File: config.mk
export PLATFORM = sky130hd
export DESIGN_NAME = cmp_minmax
export DESIGN_NICKNAME = d
export VERILOG_FILES = /design/src/rtl/cmp_minmax.sv
export SDC_FILE = /design/constraint.sdc
export NUM_CORES = 1
export LEC_CHECK = 0
export ABC_AREA = 1
export BUFFER_PORTS_ARGS = -buffer_cell sky130_fd_sc_hd__buf_2
export CAP_MARGIN = 20
export CELL_PAD_IN_SITES_DETAIL_PLACEMENT = 1
export CELL_PAD_IN_SITES_GLOBAL_PLACEMENT = 2
export CORE_AREA = 2 2 119 121
export DETAILED_ROUTE_END_ITERATION = 16
export DIE_AREA = 0 0 121 123
export PLACE_DENSITY_LB_ADDON = 0.1
export SYNTH_ARGS = -nofsm -noshare
export SYNTH_HDL_FRONTEND = slang
export SYNTH_SLANG_ARGS = --single-unit
File: constraint.sdc
create_clock -name clk -period 2 [get_ports clk]
set_input_delay 0.1 -clock clk [delete_from_list [all_inputs] [get_ports clk]]
set_output_delay 0.1 -clock clk [all_outputs]
set_load 0.01 [all_outputs]
File: src/rtl/cmp_minmax.sv
// ============================================================================
// Module   : cmp_minmax (with helper cmp)
// Brief    : Streaming per-frame min/max reduction with first-occurrence indices
// Revision : 1.0 - initial release
// ============================================================================
`default_nettype none

module cmp #(
  parameter int ORDER = 3
) (
  input  logic [2**ORDER-1:0] a,
  input  logic [2**ORDER-1:0] b,
  output logic                gt
);
  assign gt = (a > b);
endmodule

module cmp_minmax #(
  parameter int ORDER = 3,
  parameter int IW    = 8
) (
  input  logic                clk,
  input  logic                rst_n,
  input  logic                s_valid,
  output logic                s_ready,
  input  logic [2**ORDER-1:0] s_data,
  input  logic                s_last,
  output logic                m_valid,
  input  logic                m_ready,
  output logic [2**ORDER-1:0] m_min,
  output logic [2**ORDER-1:0] m_max,
  output logic [IW-1:0]       m_min_idx,
  output logic [IW-1:0]       m_max_idx,
  output logic [IW:0]         m_count,
  output logic                m_ovf
);

  localparam int W = 2**ORDER;

  localparam logic [1:0] c_idle = 2'd0;
  localparam logic [1:0] c_acc  = 2'd1;
  localparam logic [1:0] c_done = 2'd2;

  logic [1:0]    r_state;
  logic [W-1:0]  r_cur_min;
  logic [W-1:0]  r_cur_max;
  logic [IW-1:0] r_min_idx;
  logic [IW-1:0] r_max_idx;
  logic [IW:0]   r_cnt;
  logic          r_ovf;

  logic          w_in_fire;
  logic          w_sat;
  logic [IW-1:0] w_idx;
  logic          w_new_min;
  logic          w_new_max;
  logic [W-1:0]  w_nxt_min;
  logic [W-1:0]  w_nxt_max;
  logic [IW-1:0] w_nxt_min_idx;
  logic [IW-1:0] w_nxt_max_idx;
  logic [IW:0]   w_nxt_cnt;
  logic          w_nxt_ovf;

  assign s_ready   = (r_state != c_done);
  assign w_in_fire = s_valid & s_ready;

  // Count reaching 2**IW means the current beat lies beyond the index space.
  assign w_sat = r_cnt[IW];
  assign w_idx = w_sat ? {IW{1'b1}} : r_cnt[IW-1:0];

  cmp #(.ORDER(ORDER)) u_cmp_min (
    .a  (r_cur_min),
    .b  (s_data),
    .gt (w_new_min)
  );

  cmp #(.ORDER(ORDER)) u_cmp_max (
    .a  (s_data),
    .b  (r_cur_max),
    .gt (w_new_max)
  );

  always_comb begin
    w_nxt_min     = r_cur_min;
    w_nxt_max     = r_cur_max;
    w_nxt_min_idx = r_min_idx;
    w_nxt_max_idx = r_max_idx;
    w_nxt_cnt     = r_cnt;
    w_nxt_ovf     = r_ovf;
    if (r_state == c_idle) begin
      w_nxt_min     = s_data;
      w_nxt_max     = s_data;
      w_nxt_min_idx = '0;
      w_nxt_max_idx = '0;
      w_nxt_cnt     = {{IW{1'b0}}, 1'b1};
      w_nxt_ovf     = 1'b0;
    end else begin
      // Strict compares keep the earliest index on ties.
      if (w_new_min) begin
        w_nxt_min     = s_data;
        w_nxt_min_idx = w_idx;
      end
      if (w_new_max) begin
        w_nxt_max     = s_data;
        w_nxt_max_idx = w_idx;
      end
      w_nxt_cnt = w_sat ? r_cnt : (r_cnt + {{IW{1'b0}}, 1'b1});
      w_nxt_ovf = r_ovf | w_sat;
    end
  end

  always_ff @(posedge clk or negedge rst_n) begin
    if (!rst_n) begin
      r_state   <= c_idle;
      r_cur_min <= '0;
      r_cur_max <= '0;
      r_min_idx <= '0;
      r_max_idx <= '0;
      r_cnt     <= '0;
      r_ovf     <= 1'b0;
      m_valid   <= 1'b0;
      m_min     <= '0;
      m_max     <= '0;
      m_min_idx <= '0;
      m_max_idx <= '0;
      m_count   <= '0;
      m_ovf     <= 1'b0;
    end else begin
      case (r_state)
        c_idle, c_acc: begin
          if (w_in_fire) begin
            r_cur_min <= w_nxt_min;
            r_cur_max <= w_nxt_max;
            r_min_idx <= w_nxt_min_idx;
            r_max_idx <= w_nxt_max_idx;
            r_cnt     <= w_nxt_cnt;
            r_ovf     <= w_nxt_ovf;
            if (s_last) begin
              m_min     <= w_nxt_min;
              m_max     <= w_nxt_max;
              m_min_idx <= w_nxt_min_idx;
              m_max_idx <= w_nxt_max_idx;
              m_count   <= w_nxt_cnt;
              m_ovf     <= w_nxt_ovf;
              m_valid   <= 1'b1;
              r_state   <= c_done;
            end else begin
              r_state   <= c_acc;
            end
          end
        end
        c_done: begin
          if (m_ready) begin
            m_valid <= 1'b0;
            r_state <= c_idle;
          end
        end
        default: r_state <= c_idle;
      endcase
    end
  end

endmodule

`default_nettype wire

==> results of run 1 <==
worst min path at each step:
stage / from / end / slack, ns / cells past startpoint
final: s_valid / r_state[0] / 0.03 / 2
after global routing: s_valid / r_state[0] / 0.02 / 2
after CTS: s_valid / r_state[0] / 0.02 / 2
after detailed placement: rst_n / m_count[3] / 0.05 / 1
after global placement: rst_n / m_count[3] / 0.04 / 1
after floorplan: rst_n / m_count[0] / -0.20 / 0
synthesized netlist by cell type, types with 4 or more instances:
cell type / count
nor2_1: 21
nand3_1: 65
nand4_1: 34
nand2_4: 4
buf_2: 12
ha_1: 18
clkbuf_1: 8
a21oi_1: 9
nand2_1: 210
nand3_2: 4
dfrtp_1: 87
o21ai_0: 23
inv_1: 60
buf_1: 5
routing by layer:
metal,global-route usage,up-vias,wire length [µm]
met5,0,-,0
met4,0.0749,0,221
met1,0.251,1977,6080
met2,0.317,55,6490
li1,-,1996,-
met3,0.0304,13,318
logic make-up after synthesis:
logic type                 share of synthesized area
and+or+nand+nor                                0.350
AOI/OAI and AO/OA                             0.0433
buffers and inverters                         0.0798
adders and majority gates                     0.0494
DFF                                            0.477
flip-flops by register name, indices dropped and copies added (netlist names):
| name | count |
|---|---|
| m_min | 8 |
| r_state | 2 |
| m_max_idx | 8 |
| m_valid | 1 |
| r_max_idx | 8 |
| r_min_idx | 8 |
| m_ovf | 1 |
| r_cur_max | 8 |
| m_count | 9 |
| r_cnt | 9 |
| m_min_idx | 8 |
| r_ovf | 1 |
| m_max | 8 |
| r_cur_min | 8 |
cell type report:
class,instances,area [µm²]
fill,1673,8180
sequential,87,2180
multi-input combinational,404,2060
timing repair buffer,77,483
clock buffer,11,233
inverter,62,233
tap,180,225
clock inverter,4,23.8
timing repair:
item / in CTS / in global routing
gates cloned: 0 / 0
gates resized for setup: 1 / 4
endpoints found under the hold margin: 25 / 0
setup endpoints to repair: 2 / 37
hold buffers: 2 / 0
power by group:
part / internal, mW / switching (mW)
Clock: 0.832 / 0.713
Sequential: 2.32 / 0.345
Combinational: 0.953 / 1.69
stage by stage:
step                      instance area, µm²  worst slack (ns)  setup TNS [ns]  hold WS [ns]  power [mW]
after floorplan                         4560             0.350               0        -0.196        4.41
after global placement                  5120            0.0352               0        0.0423        5.23
after detailed placement                5120         -0.000310       -0.000310        0.0451        5.35
after CTS                               5410            0.0591               0        0.0174        6.95
after global routing                    5430          -0.00138        -0.00138        0.0177        7.47
final                                   5430             0.155               0        0.0269        6.86
worst reg2reg max path, stage by stage, from the launching register on:
cell and delay [ns]:
dfrtp_1 0.40, ha_1 0.30, a21oi_1 0.16, nor2_1 0.06, nor2_1 0.18, nand2_4 0.13, nand2_8 0.15, buf_4 0.16
nand2_1 0.06, nand4_1 0.07, nand2_1 0.07
==> flow_metrics.env, run 1 <==
export IMPL_outcome="finished clean"
export IMPL_ys_warn_count=0
export IMPL_die_height_um=123
export IMPL_power_per_cell_area_mw_per_mm2=1260
export IMPL_cp_top_delay_family="simple AND/OR/NAND/NOR gates"
export IMPL_insertion_delay_ns=0.35
export IMPL_crit_end="r_min_idx[1]"
export IMPL_synth_largest_type_area_fraction=0.477
export IMPL_achievable_frequency_mhz=542
export IMPL_die_area_mm2=0.0149
export IMPL_dr_wl_cell_um=15.9
export IMPL_timing_hold_worst_class="input pin to register"
export IMPL_gp_routability_congestion=0.818
export IMPL_core_mm2=0.0136
export IMPL_number_of_failing_hold_endpoints_at_the_final_stage=0
export IMPL_residual_overflow_from_global_routing=0
export IMPL_route_final_wire_length_mm=13.1
export IMPL_cp_startpoint="r_cur_min[5]"
export IMPL_crit_path_cell_trace="ha_1 -> a21oi_1 -> nor2_1 -> nor2_1 -> nand2_4 -> nand2_8 -> buf_4 -> nand2_1 -> nand4_1 -> nand2_1"
export IMPL_tritoncts_num_sinks=87
export IMPL_critical_path_cell_count=10
export IMPL_die_width_um=121
export IMPL_detailedRoute_firstPassIterationCount=4
export IMPL_synth_edff_count=0
export IMPL_syn_mean_instance_area_um2=7.87
export IMPL_finalSetupViolations=0
export IMPL_antenna_found_initial=0
export IMPL_via_count=4041
export IMPL_crit_reg2reg_launch="r_cur_min[5]"
export IMPL_gr_usage_all_layers=0.191
export IMPL_shortest_period_the_worst_path_allows_ns=1.85
export IMPL_reg2reg_slack_ns=0.15
export IMPL_port_buffers=56
export IMPL_critPathBufInv=1
export IMPL_most_common_layout_cells="nand2_1, dfrtp_1, nand3_1"
export IMPL_synth_seq_cells=87
export IMPL_seq_area_frac_synth=0.477
export IMPL_tightest_slew_ns=0.480
export IMPL_via_per_inst=4.90
export IMPL_ir_drop_uv=498
export IMPL_drt_antenna_violating_nets=0
export IMPL_timing_max_transition_violations_final=0
export IMPL_tritoncts_num_buffers=9
export IMPL_start_util=0.335
export IMPL_area_growth_syn_to_layout_pct=19.0
export IMPL_max_slew_margin_vs_limit=0.680
export IMPL_ioPinCount=57
export IMPL_timing_setup_critical_path_class="register to register"
export IMPL_timing_critical_path_arrival_ns=2.08
export IMPL_finalNonFillerCells=825
export IMPL_crit_path_max_incr_delay_ns=0.40
export IMPL_fin_util=0.399
export IMPL_critPathRequiredTime_ns=2.24
export IMPL_final_net_count=672
export IMPL_row_count=43
export IMPL_timing_critical_path_from_type="register"
export IMPL_clockBufferDepth=2
export IMPL_post_cts_buffers=0
export IMPL_placed_cells=808
export IMPL_top_ff_cell_synth="dfrtp_1"
export IMPL_critical_path_reg2reg_endpoint="r_min_idx[1]"
export IMPL_layout_commonest_cell="nand2_1"
export IMPL_root_buffer="clkbuf_16"
export IMPL_synth_top_cells_by_area="dfrtp_1, nand2_1, nand3_1"
export IMPL_worst_setup_hold_path_clk_slew_ns=0.06
export IMPL_netlist_area_mm2=0.00456
export IMPL_detail_route_drc_violations=0
export IMPL_place_detailed_hpwl_mm=9.47
export IMPL_power_leakage_nw=2.94
export IMPL_cap_violations=0
export IMPL_critical_path_max_fanout=13
export IMPL_timing_clock_skew_ns=0.00869
export IMPL_antenna_cells=0
export IMPL_critPathSlowestCell="dfrtp_1"
export IMPL_grt_start_max_net_pins=44
export IMPL_min_period_over_period=0.923
export IMPL_kind_of_capture_point_of_the_worst_setup_path="register"
export IMPL_first_global_vias=4218
export IMPL_detailedRoute_firstIterationViolations=128
export IMPL_reg2regPathDepth=10
export IMPL_post_route_cells_drive_above_1_share=0.166
export IMPL_htree_num_levels=3
export IMPL_synthesized_nets=611
export IMPL_cts_tree="done"
export IMPL_post_synth_inst_count=580
export IMPL_synth_largest_area_cell="dfrtp_1"
export IMPL_synth_unique_cells=27
export IMPL_proportion_of_register_bits_with_asynchronous_set_or_reset_after_synthesis=1.00
export IMPL_wire_length_of_the_first_global_routing_pass_mm=22.0
(Power assumes the default switching activity.)
==> inputs of run 2 (changes only) <==
--- a/config.mk
+++ b/config.mk
@@ -12,8 +12,10 @@
 export CELL_PAD_IN_SITES_GLOBAL_PLACEMENT = 2
-export CORE_AREA = 2 2 119 121
+export CORE_AREA = 2 2 115 117
 export DETAILED_ROUTE_END_ITERATION = 16
-export DIE_AREA = 0 0 121 123
+export DIE_AREA = 0 0 117 119
 export PLACE_DENSITY_LB_ADDON = 0.1
+export RECOVER_POWER = 50
 export SYNTH_ARGS = -nofsm -noshare
 export SYNTH_HDL_FRONTEND = slang
+export SYNTH_HIERARCHICAL = 1
 export SYNTH_SLANG_ARGS = --single-unit
==> constraint.sdc (replaced) <==
create_clock -name clk -period 2 [get_ports clk]
set_input_delay 0.3 -clock clk [delete_from_list [all_inputs] [get_ports clk]]
set_output_delay 0.3 -clock clk [all_outputs]
set_load 0.01 [all_outputs]
==> run 2 against run 1 <==
The run now ends with negative setup slack left; sequential share of layout area shrank 0.57 points; global-route usage fell by 1.8 points; setup slack worse by 0.17 ns; power increased by 0.98%; clock skew shrank 0.0031 ns; critical path type unchanged; largest cell class unchanged.
==> flow_metrics.env, run 2 <==
export IMPL_synthMuxAreaShare=0
export IMPL_grt_start_max_net_pins=78
export IMPL_synthesized_nets=533
export IMPL_kind_of_capture_point_of_the_worst_setup_path="register"
export IMPL_place_detailed_hpwl_mm=7.81
export IMPL_final_net_count=600
export IMPL_number_of_failing_hold_endpoints_at_the_final_stage=0
export IMPL_synth_top_cells_by_area="dfrtp_1, nand2_1, o21ai_1"
export IMPL_min_period_over_period=1.01
export IMPL_antenna_found_initial=0
export IMPL_outcome="finished, violations left"
export IMPL_hold_slack_ns=0.141
export IMPL_area_growth_syn_to_layout_pct=31.5
export IMPL_top_ff_cell_synth="dfrtp_1"
export IMPL_netlist_area_mm2=0.00420
export IMPL_core_mm2=0.0129
export IMPL_synthMostInstantiatedCell="nand2_1"
export IMPL_detailedRoute_firstIterationViolations=142
export IMPL_synth_edff_count=0
export IMPL_synth_seq_cells=87
export IMPL_htree_num_levels=3
export IMPL_clockBufferDepth=2
export IMPL_layout_commonest_cell="nand2_1"
export IMPL_synth_cells_most_frequent="nand2_1, dfrtp_1, o21ai_1, inv_1, o21ai_0"
export IMPL_hold_path_depth=2
export IMPL_synth_compound_area_frac=0.175
export IMPL_timing_clock_skew_ns=0.00559
export IMPL_syn_mean_instance_area_um2=8.36
export IMPL_antenna_cells=0
export IMPL_synth_largest_type_area_fraction=0.518
export IMPL_most_common_layout_cells="nand2_1, dfrtp_1, o21ai_1"
export IMPL_reg2regPathDepth=10
export IMPL_synth_top_family_by_area="compound AO/OA/AOI/OAI gates"
export IMPL_fin_util=0.429
export IMPL_detailedRoute_firstPassIterationCount=4
export IMPL_cap_violations=0
export IMPL_timing_critical_path_from_type="register"
export IMPL_die_height_um=119
export IMPL_seq_area_frac_synth=0.518
export IMPL_crit_reg2reg_launch="r_cur_min[5]"
export IMPL_synth_simple_gate_area_share=0.171
export IMPL_power_per_cell_area_mw_per_mm2=1250
export IMPL_power_leakage_nw=2.59
export IMPL_timing_setup_critical_path_class="register to register"
export IMPL_ir_drop_uv=472
export IMPL_tritoncts_num_buffers=9
export IMPL_first_global_vias=3693
export IMPL_synth_unique_cells=22
export IMPL_gp_routability_congestion=0.786
export IMPL_route_final_wire_length_mm=12.0
export IMPL_synth_largest_area_cell="dfrtp_1"
export IMPL_residual_overflow_from_global_routing=0
export IMPL_violations="negative setup slack"
export IMPL_parity_gate_share_of_the_synthesized_area_counting_xor_and_xnor_cells=0
export IMPL_timing_max_transition_violations_final=0
export IMPL_largest_registers="m_count: 9 flops, r_cnt: 9 flops"
export IMPL_die_area_mm2=0.0139
export IMPL_crit_path_max_incr_delay_ns=0.45
export IMPL_placed_cells=721
export IMPL_via_count=3636
export IMPL_post_route_cells_drive_above_1_share=0.281
export IMPL_row_count=42
export IMPL_worst_hold_path_endpoint="r_state[1]"
export IMPL_layout_cell_area_non_filler_mm2=0.00552
export IMPL_placed_cell_area_mm2=0.00470
export IMPL_achievable_frequency_mhz=496
export IMPL_finalSetupViolations=2
export IMPL_ioPinCount=57
export IMPL_finalNonFillerCells=749
export IMPL_crit_path_cell_trace="ha_4 -> nand2_2 -> nor2_4 -> nand3_2 -> nor2_2 -> a21oi_2 -> or2_4 -> clkbuf_16 -> o21ai_4 -> o21ai_1"
export IMPL_gr_usage_all_layers=0.173
export IMPL_timing_critical_path_arrival_ns=2.23
export IMPL_die_width_um=117
export IMPL_post_synthesis_adder_cell_area_fraction=0.0536
export IMPL_timing_hold_worst_class="input pin to register"
export IMPL_hold_start="m_ready"
export IMPL_port_buffers=56
export IMPL_critical_path_max_fanout=8
export IMPL_reg2reg_slack_ns=-0.02
export IMPL_detail_route_drc_violations=0
export IMPL_tritoncts_num_sinks=87
export IMPL_critPathSlowestCell="dfrtp_2"
export IMPL_post_synth_inst_count=502
export IMPL_start_util=0.326
export IMPL_proportion_of_register_bits_with_asynchronous_set_or_reset_after_synthesis=1.00
export IMPL_root_buffer="clkbuf_16"
export IMPL_tightest_slew_ns=0.854
export IMPL_ys_warn_count=6
export IMPL_cts_tree="done"
export IMPL_critPathRequiredTime_ns=2.22
export IMPL_worst_setup_hold_path_clk_slew_ns=0.06
export IMPL_drt_antenna_violating_nets=0
export IMPL_grt_setup_unrepaired="true"
export IMPL_final_critical_path_setup_slack_ns=-0.0157
export IMPL_max_slew_margin_vs_limit=0.430
export IMPL_critical_path_reg2reg_endpoint="m_min[7]"
export IMPL_shortest_period_the_worst_path_allows_ns=2.02
export IMPL_wire_length_of_the_first_global_routing_pass_mm=18.7
export IMPL_dr_wl_cell_um=16.0
export IMPL_via_per_inst=4.85
export IMPL_insertion_delay_ns=0.35
-- run 2: cell types whose count changed after synthesis, moves of 8 or more --
cell / before / now
nand3_1: 65 / 16
nor2_1: 21 / 13
nand4_1: 34 / 4
a31oi_1: 2 / 16
o21ai_1: 0 / 82
nand2_1: 210 / 139
inv_1: 60 / 45
-- run 2: worst max-delay path by stage --
stage / start / end
4_1_cts: r_cur_min[1] / r_min_idx[1]
3_5_place_dp: s_data[7] / r_cur_min[1]
5_1_grt: r_cur_min[5] / r_cur_min[0]
6_report: r_cur_min[5] / m_min[7]
2_1_floorplan: r_cur_min[7] / r_cur_min[0]
3_3_place_gp: s_data[7] / m_min[6]
-- run 2: worst max-delay path: cells and delay by family, from the launching register on --
kind	cells	cell delay [ns]
AO/OA/AOI/OAI	3	0.31
flip-flops	1	0.45
adder cells (fa/ha/maj)	1	0.29
buffers and inverters	1	0.19
AND/OR/NAND/NOR	5	0.64
-- run 2: cells by family after synthesis --
kind of cell | after synthesis
compound gates | 141
fa+ha+maj | 18
buf+inv | 78
flops | 87
simple gates | 178
-- run 2: metal layers --
| metal | share of wire | up-vias | wire length [µm] | track usage |
|---|---|---|---|---|
| met1 | 0.45 | 1801 | 5390 | 0.217 |
| met4 | 0.020 | 0 | 240 | 0.0706 |
| met3 | 0.018 | 16 | 221 | 0.0234 |
| met2 | 0.51 | 41 | 6100 | 0.296 |
| met5 | 0 | - | 0 | 0 |
| li1 | - | 1778 | - | - |
-- run 2: area by class of cell --
type                            count  area [µm²]
Multi-Input combinational cell    337        2080
Inverter                           49         184
Timing Repair Buffer               85         544
Tap cell                          176         220
Clock inverter                      4        70.1
Clock buffer                       11         243
Sequential cell                    87        2180
Fill cell                        1517        7350
-- run 2: power breakdown --
part           internal [mW]  switching [mW]
Combinational           1.09            1.44
Sequential              2.23           0.341
Clock                   1.12           0.707
-- run 2: per-stage QoR --
step | power [mW] | setup TNS [ns] | setup slack (ns)
after floorplan | 3.73 | 0 | 0.0104
after global placement | 4.40 | -2.65 | -0.150
after detailed placement | 4.46 | -2.90 | -0.160
after CTS | 6.41 | -0.0168 | -0.00682
after global routing | 7.40 | -2.47 | -0.101
final | 6.93 | -0.0204 | -0.0157
-- run 2: timing repair --
| action | CTS | global route |
|---|---|---|
| hold endpoints to repair | 29 | 0 |
| cloned | 0 | 3 |
| gates resized for setup | 16 | 98 |
| pin swaps | 3 | 21 |
| hold buffers | 1 | 0 |
| setup buffers | 1 | 8 |
| endpoints found under the setup margin | 22 | 64 |
